File: src/rtl/led_display_pkg.sv
// Shared types and constants for the LED display arbiter slice.
// Latency: n/a (types, constants and a pure function only).
// Backpressure: n/a.
// Contents: arb_state_t, SEG_W, segment bit indices, blank_pattern().
package led_display_pkg;

  typedef enum logic [1:0] {
    IDLE        = 2'd0,
    GRANT       = 2'd1,
    COMMIT_WAIT = 2'd2
  } arb_state_t;

  localparam int SEG_W = 8;

  // Bit positions inside a segment byte laid out as {A,B,C,D,E,F,G,DP}.
  localparam int SEG_A  = 7;
  localparam int SEG_B  = 6;
  localparam int SEG_C  = 5;
  localparam int SEG_D  = 4;
  localparam int SEG_E  = 3;
  localparam int SEG_F  = 2;
  localparam int SEG_G  = 1;
  localparam int SEG_DP = 0;

  // Every segment driven to its inactive level.
  function automatic logic [SEG_W-1:0] blank_pattern(input logic valid_signal);
    return {SEG_W{~valid_signal}};
  endfunction

endpackage

File: src/rtl/led_display_arbiter_if.sv
// Per-requester digit write bus into the display arbiter.
// Latency: n/a (wires only).
// Backpressure: wr_ready per requester; a beat moves on wr_valid & wr_ready.
// Ports: wr_valid, wr_ready, wr_sel (digit index), wr_data (segments), wr_last.
interface led_display_arbiter_if
  import led_display_pkg::*;
#(
  parameter int NUM     = 4,
  parameter int REQ_NUM = 3
) ();

  localparam int SEL_W = (NUM > 1) ? $clog2(NUM) : 1;

  logic [REQ_NUM-1:0]                 wr_valid;
  logic [REQ_NUM-1:0]                 wr_ready;
  logic [REQ_NUM-1:0][SEL_W-1:0]      wr_sel;
  logic [REQ_NUM-1:0][SEG_W-1:0]      wr_data;
  logic [REQ_NUM-1:0]                 wr_last;

  // Requester side.
  modport master (
    output wr_valid, wr_sel, wr_data, wr_last,
    input  wr_ready
  );

  // Arbiter side.
  modport slave (
    input  wr_valid, wr_sel, wr_data, wr_last,
    output wr_ready
  );

endinterface

File: src/rtl/led_rr_pick.sv
// Round-robin priority picker: first set bit of req at or after ptr, wrapping.
// Latency: combinational.
// Backpressure: none; hit=0 when req is empty.
// Ports: req (request vector), ptr (start index), hit (any found), idx (winner).
module led_rr_pick #(
  parameter int N  = 3,
  parameter int PW = 2
) (
  input  logic [N-1:0]  req,
  input  logic [PW-1:0] ptr,
  output logic          hit,
  output logic [PW-1:0] idx
);

  int j;

  // Walk offsets from farthest to nearest so the nearest hit is written last.
  always_comb begin
    hit = 1'b0;
    idx = '0;
    j   = 0;
    for (int i = N - 1; i >= 0; i--) begin
      j = (int'(ptr) + i) % N;
      if (req[j]) begin
        hit = 1'b1;
        idx = PW'(j);
      end
    end
  end

endmodule

File: src/rtl/led_display_arbiter.sv
// Round-robin arbiter collecting digit write bursts into a shadow buffer,
// committed atomically to led_out on the first frame_tick after a burst.
// Latency: 1 cycle grant, shadow write 1 cycle after beat, commit on next tick.
// Backpressure: wr_ready only for the owner in GRANT; others wait.
// Ports: clk/rstn, wr (slave bus), frame_tick, led_out, owner, busy, sel_err.
module led_display_arbiter
  import led_display_pkg::*;
#(
  parameter int   NUM          = 4,
  parameter int   REQ_NUM      = 3,
  parameter logic VALID_SIGNAL = 1'b0,
  parameter int   MAX_BURST    = 8,
  parameter int   IDLE_TIMEOUT = 16
) (
  input  logic                          clk,
  input  logic                          rstn,
  led_display_arbiter_if.slave          wr,
  input  logic                          frame_tick,
  output logic [NUM-1:0][SEG_W-1:0]     led_out,
  output logic [$clog2(REQ_NUM)-1:0]    owner,
  output logic                          busy,
  output logic                          sel_err
);

  localparam int SEL_W = (NUM > 1) ? $clog2(NUM) : 1;
  localparam int OW    = $clog2(REQ_NUM);
  localparam int BW    = $clog2(MAX_BURST + 1);
  localparam int TW    = $clog2(IDLE_TIMEOUT + 1);
  localparam logic [SEG_W-1:0] BLANK = blank_pattern(VALID_SIGNAL);

  arb_state_t                  state_q, state_d;
  logic [OW-1:0]               owner_q, owner_d;
  logic [OW-1:0]               ptr_q, ptr_d;
  logic [BW-1:0]               beat_q;
  logic [TW-1:0]               idle_q;
  logic [NUM-1:0][SEG_W-1:0]   shadow_q;
  logic [NUM-1:0][SEG_W-1:0]   led_q;
  logic                        sel_err_q;

  logic                        pick_hit;
  logic [OW-1:0]               pick_idx;

  logic                        own_vld;
  logic                        own_last;
  logic [SEL_W-1:0]            own_sel;
  logic [SEG_W-1:0]            own_dat;
  logic                        beat_acc;
  logic                        sel_ok;
  logic                        burst_end;
  logic                        idle_expired;

  led_rr_pick #(
    .N  (REQ_NUM),
    .PW (OW)
  ) u_pick (
    .req (wr.wr_valid),
    .ptr (ptr_q),
    .hit (pick_hit),
    .idx (pick_idx)
  );

  assign own_vld  = wr.wr_valid[owner_q];
  assign own_last = wr.wr_last[owner_q];
  assign own_sel  = wr.wr_sel[owner_q];
  assign own_dat  = wr.wr_data[owner_q];

  assign beat_acc = (state_q == GRANT) && own_vld;
  assign sel_ok   = int'(own_sel) < NUM;

  // beat_q counts beats already taken, so the MAX_BURST-th beat sees MAX_BURST-1.
  assign burst_end    = beat_acc && (own_last || (beat_q == BW'(MAX_BURST - 1)));
  assign idle_expired = (state_q == GRANT) && !own_vld &&
                        (idle_q == TW'(IDLE_TIMEOUT - 1));

  always_comb begin
    wr.wr_ready = '0;
    if (state_q == GRANT) begin
      wr.wr_ready[owner_q] = 1'b1;
    end
  end

  always_comb begin
    state_d = state_q;
    owner_d = owner_q;
    ptr_d   = ptr_q;
    case (state_q)
      IDLE: begin
        if (pick_hit) begin
          owner_d = pick_idx;
          state_d = GRANT;
        end
      end
      GRANT: begin
        if (burst_end || idle_expired) begin
          state_d = COMMIT_WAIT;
          ptr_d   = (owner_q == OW'(REQ_NUM - 1)) ? '0 : owner_q + OW'(1);
        end
      end
      COMMIT_WAIT: begin
        if (frame_tick) begin
          state_d = IDLE;
        end
      end
      default: state_d = IDLE;
    endcase
  end

  always_ff @(posedge clk or negedge rstn) begin
    if (!rstn) begin
      state_q <= IDLE;
      owner_q <= '0;
      ptr_q   <= '0;
    end else begin
      state_q <= state_d;
      owner_q <= owner_d;
      ptr_q   <= ptr_d;
    end
  end

  // Both counters restart with every grant.
  always_ff @(posedge clk or negedge rstn) begin
    if (!rstn) begin
      beat_q <= '0;
      idle_q <= '0;
    end else if (state_q != GRANT) begin
      beat_q <= '0;
      idle_q <= '0;
    end else if (beat_acc) begin
      beat_q <= beat_q + BW'(1);
      idle_q <= '0;
    end else begin
      idle_q <= idle_q + TW'(1);
    end
  end

  // Out-of-range beats still count toward the burst but leave the shadow alone.
  always_ff @(posedge clk or negedge rstn) begin
    if (!rstn) begin
      shadow_q  <= {NUM{BLANK}};
      led_q     <= {NUM{BLANK}};
      sel_err_q <= 1'b0;
    end else begin
      sel_err_q <= beat_acc && !sel_ok;
      if (beat_acc && sel_ok) begin
        shadow_q[own_sel] <= own_dat;
      end
      if ((state_q == COMMIT_WAIT) && frame_tick) begin
        led_q <= shadow_q;
      end
    end
  end

  assign led_out = led_q;
  assign owner   = owner_q;
  assign busy    = (state_q != IDLE);
  assign sel_err = sel_err_q;

endmodule

File: src/flat_wrapper.sv
// flat-port wrapper written by rule: the top's interface ports become plain ports
module led_display_arbiter_flat import led_display_pkg::*;
#(
  parameter int   NUM          = 4,
  parameter int   REQ_NUM      = 3,
  parameter logic VALID_SIGNAL = 1'b0,
  parameter int   MAX_BURST    = 8,
  parameter int   IDLE_TIMEOUT = 16
)
  (clk, rstn, frame_tick, led_out, owner, busy, sel_err, wr_wr_valid, wr_wr_sel, wr_wr_data, wr_wr_last, wr_wr_ready);
  led_display_arbiter_if #(.NUM(NUM), .REQ_NUM(REQ_NUM)) wr_i ();
  input  logic clk;
  input  logic rstn;
  input  logic frame_tick;
  output logic [NUM-1:0][SEG_W-1:0] led_out;
  output logic [$clog2(REQ_NUM)-1:0] owner;
  output logic busy;
  output logic sel_err;
  input wire logic [$bits(wr_i.wr_valid)-1:0] wr_wr_valid;
  input wire logic [$bits(wr_i.wr_sel)-1:0] wr_wr_sel;
  input wire logic [$bits(wr_i.wr_data)-1:0] wr_wr_data;
  input wire logic [$bits(wr_i.wr_last)-1:0] wr_wr_last;
  output wire logic [$bits(wr_i.wr_ready)-1:0] wr_wr_ready;
  assign wr_i.wr_valid = wr_wr_valid;
  assign wr_i.wr_sel = wr_wr_sel;
  assign wr_i.wr_data = wr_wr_data;
  assign wr_i.wr_last = wr_wr_last;
  assign wr_wr_ready = wr_i.wr_ready;
  led_display_arbiter #(.NUM(NUM), .REQ_NUM(REQ_NUM), .VALID_SIGNAL(VALID_SIGNAL), .MAX_BURST(MAX_BURST), .IDLE_TIMEOUT(IDLE_TIMEOUT)) u_core (.clk(clk), .rstn(rstn), .wr(wr_i), .frame_tick(frame_tick), .led_out(led_out), .owner(owner), .busy(busy), .sel_err(sel_err));
endmodule
File: config.mk
export PLATFORM = sky130hd
export DESIGN_NAME = led_display_arbiter_flat
export DESIGN_NICKNAME = d
export VERILOG_FILES = /design/src/rtl/led_display_pkg.sv /design/src/rtl/led_display_arbiter_if.sv /design/src/rtl/led_rr_pick.sv /design/src/rtl/led_display_arbiter.sv /design/src/flat_wrapper.sv
export SDC_FILE = /design/constraint.sdc
export NUM_CORES = 1
export LEC_CHECK = 0
export ABC_AREA = 1
export CAP_MARGIN = 20
export CORE_MARGIN = 2
export CORE_UTILIZATION = 40
export CTS_CLUSTER_DIAMETER = 150
export DETAILED_ROUTE_END_ITERATION = 8
export HOLD_SLACK_MARGIN = 0.1
export PLACE_DENSITY_LB_ADDON = 0.12
export SLEW_MARGIN = 20
export SYNTH_ARGS = -nofsm -noshare
export SYNTH_HDL_FRONTEND = slang
export SYNTH_SLANG_ARGS = --single-unit
File: constraint.sdc
create_clock -name clk -period 3.8 [get_ports clk]
set_clock_uncertainty 0.05 [all_clocks]
set_input_delay 0.76 -clock clk [delete_from_list [all_inputs] [get_ports clk]]
set_output_delay 0.76 -clock clk [all_outputs]
set_load 0.02 [all_outputs]
After elaboration in Yosys (flattened, before gate mapping)

Index checks and enable logic that the tools add are counted.

$add $sub $neg: 5
Divide/modulo/power cells: 3
Order comparisons: 7
Equality and inequality tests: 9
Multiplexer cells: 38
Reduce and logical (&&, ||, !) cells: 16

Operators by type and width:

| cell                                                              | number |
|---|---|
| less-than comparator 32 x 4 -> 1 bit, second input constant       | 3 |
| remainder unit 32 x 3 -> 32 bit, second input constant            | 2 |
| bitwise mux 32 bit                                                | 1 |
| remainder unit 3 x 3 -> 32 bit, second input constant             | 1 |
| binary-select mux 8 bit (select 2 bit)                            | 1 |
| demux 8 bit (select 2 bit)                                        | 1 |
| two-way mux 2 bit                                                 | 8 |
| two-way mux 8 bit                                                 | 2 |
| two-way mux 1 bit                                                 | 12 |
| binary-select mux 1 bit (select 2 bit)                            | 5 |
| two-way mux 5 bit                                                 | 2 |
| two-way mux 4 bit                                                 | 2 |
| logical AND 1 bit                                                 | 7 |
| less-than comparator 2 x 3 -> 1 bit, second input constant        | 2 |
| case mux 2 bit (3 select lines)                                   | 1 |
| adder 5 x 1 -> 5 bit, second input constant                       | 1 |
| == test 5 x 4 -> 1 bit, second input constant                     | 1 |
| adder 4 x 1 -> 4 bit, second input constant                       | 1 |
| binary-select mux 2 bit (select 2 bit)                            | 1 |
| == test 2 bit, second input constant                              | 2 |
| == test 4 x 3 -> 1 bit, second input constant                     | 1 |
| greater-or-equal comparator 2 x 1 -> 1 bit, second input constant | 2 |
| inequality test 2 x 1 -> 1 bit, second input constant             | 2 |
| inequality test 2 bit, second input constant                      | 2 |
| 12 further kinds                                                  | 15 |

Flip-flop bits (word level): 79
Input port bits: 39
Output and inout port bits: 39
Word-level logic and storage cells: 91

Logic depth before layout (Yosys ltp)

Depth after elaboration: 10
Mapped depth: 13

Cells and area by module

Synthesis repeated with hierarchy kept, for this count alone.

Cells, all modules: 401
Area total of the unflattened synthesis: 3878.7 um2

Modules (own cells, without submodules):

| module              | instances | cells an instance | area each (um2) | seq. area each (um2) |
|---|---|---|---|---|
| led_display_arbiter | 1         | 362               | 3683.5          | 2057.0 |
| led_rr_pick         | 1         | 39                | 195.2           | 0.0 |

Least setup slack after synthesis

No wires, ideal clock.

Path kind: reg-to-output
Start: register u_core.state_q[1]
End: output port wr_wr_ready[0]
Data arrival time: 1.108 ns
Data required time: 2.990 ns
Setup slack: 1.882 ns
Stages on the path, launching flop included: 4
Buffers on the path: 0
Cells stage by stage: dfrtp_1 -> nor2_1 -> inv_1 -> nor2_1

Cells in the longest elaborated chain, start to end: 2

Ends and longest elaborated chain:

| item                   | line                       | text |
|---|---|---|
| from (decl)            | led_display_arbiter.sv:31  | `arb_state_t state_q, state_d;` |
| from (signal assigned) | led_display_arbiter.sv:114 | `state_q <= state_d;` |
| == test 2 x 1 -> 1 bit | led_display_arbiter.sv:77  | `if (state_q == GRANT) begin` |
| two-way mux 3 bit      | led_display_arbiter.sv:77  |  |
| to (decl)              | flat_wrapper.sv:23         | `output wire logic [$bits(wr_i.wr_ready)-1:0] wr_wr_ready;` |

Every way passes these cells.

Final worst setup path

Start: register u_core.state_q[1]
End: output port wr_wr_ready[1]

Same word-level chain as after synthesis.

==> summary.md <==
| Metric | Value |
|---|---|
| Outcome | `complete, no violations` |
| IO buf count | `76` |
| Clock Latency Late Sink | `0.34 ns` |
| Gr usage total | `17.3%` |
| Hold Path Class | `input pin to asynchronous set/reset pin` |
| Setup slack after layout | `0.943 ns` |
| Yosys cell types | `32` |
| Share of cells above drive strength 1 | `26.1%` |
| Max Clk Rate | `350 MHz` |
| Register bit total from synthesis | `79` |
| Critical path's top delay family | `buffers and inverters` |
| Max Slew Vio Count | `0` |
| Fin. Hold Viols | `0` |
| Hold slack | `0.338 ns` |
| Starting Density | `41.2%` |
| CTS Sinks | `79` |
| Worst reg2reg startpoint | `u_core.owner[0]$_DFFE_PN0P_` |
| Pre-CTS setup slack | `1.13 ns` |
| CTS Buffer Depth | `2` |
| Finished Cell Area | `4820 um^2` |
| Final period utilization | `75.2%` |
| Cells after DPL | `603` |
| Path length in cells of the critical path | `4` |
| Die X-Extent | `102 um` |
| Worst path cell trace | `nor2_1 > inv_1 > nor2_1 > clkdlybuf4s50_1` |
| Area after DPL | `4650 um^2` |
| CP bufs+invs | `2` |
| YS warnings | `0` |
| Aggregate global routing overflow | `0` |
| CTS tree | `yes` |
| Inserted Diodes | `0` |
| Cells after Synth | `408` |
| Initial antenna violation count | `0` |
| Per-cell routed wire length | `13.2 um` |
| Non-filler cells, final | `619` |
| CP max stage delay | `0.61 ns` |
| Worst vdd ir | `325 uV` |
| CP Launch Type | `flop` |
| Number of post-CTS setup repair buffers | `0` |
| Die area | `10300 um^2` |
| RSZ-0062 raised after global routing | `no` |
| DRC Markers | `0` |
| Placed wire-length estimate | `6.02 mm` |
| Vias | `2886` |
| Final Critical Period | `2.86 ns` |
| Crit path from | `u_core.state_q[1]$_DFFE_PN0P_` |
| Post-Syn Area | `3810 um^2` |
| Post-CTS sizing | `0` |
| Final nets | `531` |
| R2R depth | `9` |
| Largest net degree at the start of global routing | `41` |
| Area grow syn2layout | `26.6%` |
| Drt total wl | `8.14 mm` |
| Worst Path Arrival | `2.05 ns` |
| Pre-antenna DRT Iters | `4` |
| Net count after synthesis | `454` |
| Sequential area share after synthesis | `54.0%` |
| Clock root buffer | `clkbuf_8` |
| CP endpoint kind | `output port` |
| FP Rows | `35` |
| Crit path top cell by count | `nor2_1` |
| H-tree levels | `3` |
| Global-route wire length before repair | `13.7 mm` |
| ANT nets after route | `0` |
| CTS Hold Buffers Added | `0` |
| Max cap viols | `0` |
| Leak Pwr | `2.22 nW` |
| Post-route setup TNS | `0 ns` |
| # setup viols final | `0` |
| Setup CP Type | `flop to output port` |
| Worst Path Required | `2.99 ns` |
| Top-level I/O count | `78` |
| Worst Max-Slew Pin Slew | `0.683 ns` |
| Vert. Die Dim | `102 um` |
| Core Region | `9240 um^2` |
| Number of global-route vias before repair | `2746` |
| Max_slew headroom | `54.3%` |
| PD cells | `786 nW/um^2` |
| Reg clk slew, reported paths | `0.08 ns` |
| Maximum fanout along the worst path | `5` |
| Avg Inst Size Synth | `9.33 um^2` |
| Slowest stage cell, crit path | `clkdlybuf4s50_1` |
| Iter 0 DRT Violations | `105` |
| Drt via density | `4.66` |
| CTS buffer count | `9` |
| Routability cong. | `0.824` |
Yosys cell counts, drive strengths merged:
library cell | n | area (um^2)
conb | 1 | 3.75
and3 | 1 | 6.26
xor2 | 1 | 8.76
nand4 | 1 | 6.26
clkbuf | 2 | 7.51
a21oi | 6 | 41.3
nor3 | 1 | 5.00
inv | 34 | 128
nor2 | 19 | 105
ha | 7 | 87.6
nand2 | 149 | 609
nand3 | 47 | 240
xnor2 | 1 | 8.76
o21ai | 22 | 118
o211ai | 1 | 7.51
dfrtp | 15 | 375
dfstp | 64 | 1680
buf | 11 | 92.6
o22ai | 1 | 6.26
mux2 | 24 | 270
cell usage in the layout, fill, tap and decap left out, types with 7 or more instances in the layout:
cell type and n:
nand2_1 139, clkdlybuf4s50_1 75, dfstp_2 64, nand3_1 46, inv_1 31, mux2_2 24
o21ai_0 20, nor2_1 15, dfrtp_1 15, clkbuf_8 10, ha_1 7
power by group:
| group | internal [mW] | switching [mW] | total, mW |
|---|---|---|---|
| sequential | 1.37 | 0.193 | 1.57 |
| combinational | 0.671 | 0.997 | 1.67 |
| clock | 0.254 | 0.300 | 0.554 |
flip-flops by register name, summed over array words and instances (netlist names):
name and count:
u_core.owner 2, u_core.state_q 2, u_core.idle_q 5, u_core.shadow_q 32
u_core.led_out 32, u_core.beat_q 4, u_core.ptr_q 2
per-stage QoR:
stage          total power, mW  util (%)
2_1_floorplan             2.67         -
3_3_place_gp              3.24      50.3
3_5_place_dp              3.26      50.3
4_1_cts                   3.83      52.2
5_1_grt                   4.09      52.2
6_report                  3.79      52.2
layer usage:
| layer | GRT usage, % | wire, um | vias up |
|---|---|---|---|
| li1 | - | - | 1459 |
| met1 | 23.9 | 3830 | 1343 |
| met2 | 27.1 | 3770 | 75 |
| met3 | 4.21 | 456 | 9 |
| met4 | 4.68 | 82 | 0 |
| met5 | 0 | 0 | - |
cells by family after synthesis:
kind of cell / Yosys count / synth area share [%]
xor gates and xnor gates: 2 / 0.460
and+or+nand+nor: 218 / 25.5
AOI/OAI and AO/OA: 30 / 4.53
buffers and inverters: 47 / 5.98
other: 1 / 0.0985
adders and majority gates: 7 / 2.30
DFF: 79 / 54.0
muxes: 24 / 7.10
final cells by class:
class	count	area, um^2
fill	858	4420
sequential	79	2060
inverter	34	128
tap	129	161
clock inverter	5	31.3
clock buffer	11	141
multi-input combinational	282	1520
timing repair buffer	79	778
worst paths after layout:
| kind | slack [ns] | to |
|---|---|---|
| worst max-delay path | 0.94 | wr_wr_ready[1] |
| worst min-delay path | 0.34 | u_core.owner[0]$_DFFE_PN0P_ |
| worst max register to register | 1.49 | u_core.shadow_q[14]$_DFFE_PN1P_ |
| worst min register to register | 0.41 | u_core.idle_q[0]$_DFF_PN0_ |
| max in group asynchronous | 2.46 | u_core.shadow_q[6]$_DFFE_PN1P_ |
| min in group clk | 0.41 | u_core.idle_q[0]$_DFF_PN0_ |
Note: power is estimated with default switching activity, not from simulation.
==> RTL edit 1: new RTL, config.mk and constraints unchanged <==
`VALID_SIGNAL` is set to 1'b0 in 2 places; all go to 1'b1.
--- a/src/rtl/led_display_arbiter.sv
+++ b/src/rtl/led_display_arbiter.sv
@@ -8,7 +8,7 @@
 #(
   parameter int   NUM          = 4,
   parameter int   REQ_NUM      = 3,
-  parameter logic VALID_SIGNAL = 1'b0,
+  parameter logic VALID_SIGNAL = 1'b1,
   parameter int   MAX_BURST    = 8,
   parameter int   IDLE_TIMEOUT = 16
 ) (
--- a/src/flat_wrapper.sv
+++ b/src/flat_wrapper.sv
@@ -3,7 +3,7 @@
 #(
   parameter int   NUM          = 4,
   parameter int   REQ_NUM      = 3,
-  parameter logic VALID_SIGNAL = 1'b0,
+  parameter logic VALID_SIGNAL = 1'b1,
   parameter int   MAX_BURST    = 8,
   parameter int   IDLE_TIMEOUT = 16
 )
Function: changed (a bounded check fails within 4 cycles, from zero or initial values and one cycle with rstn low).
==> RTL edit 1 against the original RTL <==
- setup slack improved by 0.043 ns
- die area decreased by 2.0%
- area after synthesis decreased by 2.1%
- wire length increased by 1.2%
- critical path type unchanged
- final cell count decreased by 3.1%
- sequential share of layout area decreased by 1.3 points
- final area decreased by 0.86%
- sequential cell count unchanged
- count of clock-buffer cells in the layout unchanged
- core utilization about the same
- non-clock buffer count decreased by 1
- power decreased by 0.69%
- register-to-register slack got worse by 0.15 ns
- critical path depth unchanged
==> RTL edit 1: results (changes against the original RTL) <==
* Synthesized area divided by synthesized cell count: 9.14 µm² (-2.1%)
- In the synthesized netlist the dominant register cell turns out to be dfrtp_1.
* Violation count after the first detailed-route iteration: 98 (-6.7%)
- The part of the Yosys area used for sequential elements came to 53.0% (-0.99 points).
- The post-detailed-route via-to-cell ratio was 4.89 (+4.9%).
- Clock Sink Count: 79 (unchanged)
- The initial antenna violation count is 0 (unchanged).
- The ratio of cells with drive above 1 in the final layout came to 12.7% (-13 points).
- Post-Place Cells: 584 (-3.2%)
* Count of nets after finishing: 530 (-0.19%)
- Global-route track usage on met3: 4.85% (+0.64 points)
- Commonest cells post-synth: 139 x nand2_1, 79 x dfrtp_1, 46 x nand3_1
* Synth cell types: 31 (-3.1%)
- Hpwl dp: 6.03 mm (+0.26%)
- Layout fillers: 859 (+0.12%)
* Nets in the synthesized netlist: 454 (unchanged)
- The leakage component of the power is 2.40 nW (+8.2%).
- The final weighted congestion in routability-driven placement is 0.797 (-3.3%).
* CTS Root Buffer Type: clkbuf_8
- The met1 track demand over resource in global routing is 24.7% (+0.78 points).
- Via Count: 2935 (+1.7%)
- The global-route total usage across every layer is 18.0% (+0.70 points).
* Drt pass-1 iters: 4 (unchanged)
- Worst-skew pair later-pin latency: 0.35 ns
- Maximum resistive drop on vdd: 0.348 mV (+6.9%)
* Synth Warn #: 0 (unchanged)
* Pin count of the biggest net entering global routing: 80 (+95%)
* CP max stage cell: clkdlybuf4s50_1
- Total length of routed wires: 8.24 mm (+1.2%)
- Slew at the pin closest to its max-slew limit: 0.833 ns (+0.150 ns)
- The total inserted antenna cells was 0 (unchanged).
- Leading cell types by total area after synthesis: dfrtp_1 53%, nand2_1 14%, mux2_2 7.2%
- The met2 track utilization from global routing was 28.5% (+1.4 points).
- The run finished with clean final reports.
* Global-route wire length before repair: 14.2 mm (+3.9%)
-- RTL edit 1: cell count changes in the layout (fill, tap and decap cells not counted) --
cell / delta
buf_2: -1
buf_4: -1
buf_6: +1
bufinv_16: +3
clkbuf_1: +1
clkbuf_8: -1
clkinv_2: -2
clkinvlp_4: -1
dfrtp_1: +64
dfstp_2: -64
-- RTL edit 1: worst paths after layout --
path / slack, ns / endpoint
worst max-delay path: 0.99 / wr_wr_ready[1]
worst min-delay path: 0.37 / u_core.led_out[7]$_DFFE_PN0P_
worst max register to register: 1.34 / u_core.shadow_q[12]$_DFFE_PN0P_
worst min register to register: 0.42 / u_core.idle_q[0]$_DFF_PN0_
max in group asynchronous: 2.82 / u_core.owner[1]$_DFFE_PN0P_
min in group clk: 0.42 / u_core.idle_q[0]$_DFF_PN0_
-- RTL edit 1: routing by layer --
layer | routed length, µm | part of all wire (%)
met4 | 59 | 0.72
met3 | 413 | 5.0
met5 | 0 | 0
met1 | 3810 | 46
met2 | 3950 | 48
-- RTL edit 1: cells by family after synthesis --
family / share of synthesized area, %
compound gates: 4.63
buf+inv: 6.11
other cells: 0.101
simple gates: 26.1
fa+ha+maj: 2.35
xor+xnor: 0.470
mux: 7.25
flops: 53.0
-- RTL edit 1: layout make-up --
type | instances | area share (%)
clock buffer | 11 | 2.75
clock inverter | 5 | 2.17
inverter | 34 | 2.67
multi-input combinational | 282 | 31.9
sequential | 79 | 41.4
tap | 111 | 2.91
timing repair buffer | 78 | 16.3
-- RTL edit 1: report_power, final --
part           internal, W  total, W  switching [W]
combinational     0.000669   0.00166       0.000988
clock             0.000438  0.000740       0.000302
sequential         0.00117   0.00136       0.000194
-- RTL edit 1: stage by stage --
step           area [µm²]  hold WS (ns)  worst slack (ns)  total power (W)
3_5_place_dp         4540         0.407              1.09          0.00305
3_3_place_gp         4540         0.394              1.16          0.00302
2_1_floorplan        3730         0.383              1.88          0.00245
4_1_cts              4780         0.418             0.973          0.00380
5_1_grt              4780         0.424             0.898          0.00407
6_report             4780         0.369             0.986          0.00376
-- RTL edit 1: critical path, delay by kind of cell (launching register included) --
kind                   cells  cell delay [ns]
buffers and inverters      2             0.77
AND/OR/NAND/NOR            2             0.48
flip-flops                 1             0.41
==> RTL edit 2: new RTL, same flow settings <==
Made on the original files. The 3 states of `arb_state_t` get a one-hot encoding in 3 bits.
--- a/src/rtl/led_display_pkg.sv
+++ b/src/rtl/led_display_pkg.sv
@@ -4,10 +4,10 @@
 // Contents: arb_state_t, SEG_W, segment bit indices, blank_pattern().
 package led_display_pkg;
 
-  typedef enum logic [1:0] {
-    IDLE        = 2'd0,
-    GRANT       = 2'd1,
-    COMMIT_WAIT = 2'd2
+  typedef enum logic [2:0] {
+    IDLE        = 3'b001,
+    GRANT       = 3'b010,
+    COMMIT_WAIT = 3'b100
   } arb_state_t;
 
   localparam int SEG_W = 8;
Behaviour: same outputs for any inputs over 4 cycles, from zero or initial values and one cycle with rstn low; so few cycles prove little.
==> RTL edit 2 against the original RTL <==
- final area increased by 2.9%
- largest power group unchanged
- wire length is 0.11% higher
- fmax grew 2.9%
- setup slack improved by 0.081 ns
- power fell by 0.30%
- sequential cell count is 1 higher
- combinational power shrank 7%
- largest cell class unchanged
- area after synthesis rose by 1.6%
==> RTL edit 2: results (changes against the original RTL) <==
- The worst-case hold slack is 0.410 ns (+0.0723 ns).
- The final cell count without fillers came to 628 (+1.5%).
- The post-place instance area was 0.00473 mm² (+1.7%).
* Violation count after the first detailed-route iteration: 124 (+18%)
- The number of cells produced by synthesis is 416 (+2.0%).
- Commonest cells post-synth: 139 x nand2_1, 65 x dfstp_2, 46 x nand3_1
* Via count normalized by instance count: 4.68 (+0.27%)
- The HPWL after detailed placement came to 5.89 mm (-2.1%).
- In this run the critical register-to-register path is captured at u_core.shadow_q[15]$_DFFE_PN1P_.
- Nets in the synthesized netlist: 462 (+1.8%)
- The fraction of the mapped netlist area in compound gates came to 4.62% (+0.090 points).
- Worst Reg2Reg Path Length in Cells: 8 (-1)
- The transition at the pin with the smallest max-transition slack is 0.979 ns (+0.297 ns).
* Global-route wire length before repair: 13.4 mm (-2.0%)
- The met1 track demand over resource in global routing came to 23.0% (-0.85 points).
- Post-Place Cells: 612 (+1.5%)
- Total track usage: 16.8% (-0.49 points)
- Global-route track usage on met3: 3.56% (-0.65 points)
- The post-placement setup slack was 1.06 ns (-0.0667 ns).
- The number of global-route vias before repair is 2771 (+0.91%).
- Maximum resistive drop on vdd: 0.251 mV (-23%)
- The mux cell area share after synthesis came to 6.98% (-0.11 points).
- The final weighted congestion in routability-driven placement is 0.852 (+3.4%).
- Outcome: finished, final reports clean
* Total length of routed wires: 8.15 mm (+0.11%)
- Peak per-stage delay on the critical path: 0.63 ns (+0.02 ns)
* Crit path arrival time: 1.97 ns (-0.08 ns)
- Pin count of the biggest net entering global routing: 81 (+98%)
## RTL edit 2: layer usage
metal	up-vias	part of all wire (%)
li1	1484	-
met1	1382	49
met2	59	46
met3	11	3.2
met4	0	1.3
met5	-	0
## RTL edit 2: how the worst max path moves through the flow
stage	startpoint	to	slack (ns)	cells past startpoint
final	u_core.state_q[0]$_DFFE_PN1P_	wr_wr_ready[2]	1.02	6
after global routing	u_core.state_q[0]$_DFFE_PN1P_	wr_wr_ready[0]	0.91	6
after CTS	u_core.state_q[0]$_DFFE_PN1P_	wr_wr_ready[1]	1.01	6
after detailed placement	frame_tick	u_core.led_out[23]$_DFFE_PN1P_	1.06	4
after global placement	frame_tick	u_core.led_out[19]$_DFFE_PN1P_	1.10	4
after floorplan	u_core.state_q[0]$_DFFE_PN1P_	wr_wr_ready[0]	1.93	5
## RTL edit 2: worst reg2reg max path, delay by kind of cell (launching register included)
family / cells / cell delay, ns
DFF: 1 / 0.51
and+or+nand+nor: 7 / 1.51
buffers and inverters: 1 / 0.10
## RTL edit 2: final cells by class
class | instances | area (µm²)
multi-input combinational | 288 | 1560
timing repair buffer | 80 | 798
fill | 882 | 4370
inverter | 35 | 131
tap | 129 | 161
sequential | 80 | 2080
clock buffer | 12 | 155
clock inverter | 4 | 75.1
## RTL edit 2: power by group
part           internal, W  switching (W)  total [W]
combinational     0.000594       0.000961    0.00156
clock             0.000408       0.000307   0.000715
sequential         0.00133       0.000173    0.00151
total              0.00234        0.00144    0.00378
## RTL edit 2: cells by family after synthesis
kind of cell / after synthesis
xor gates and xnor gates: 2
adders and majority gates: 7
muxes: 24
DFF: 80
other: 1
AOI/OAI and AO/OA: 31
buffers and inverters: 48
and+or+nand+nor: 223
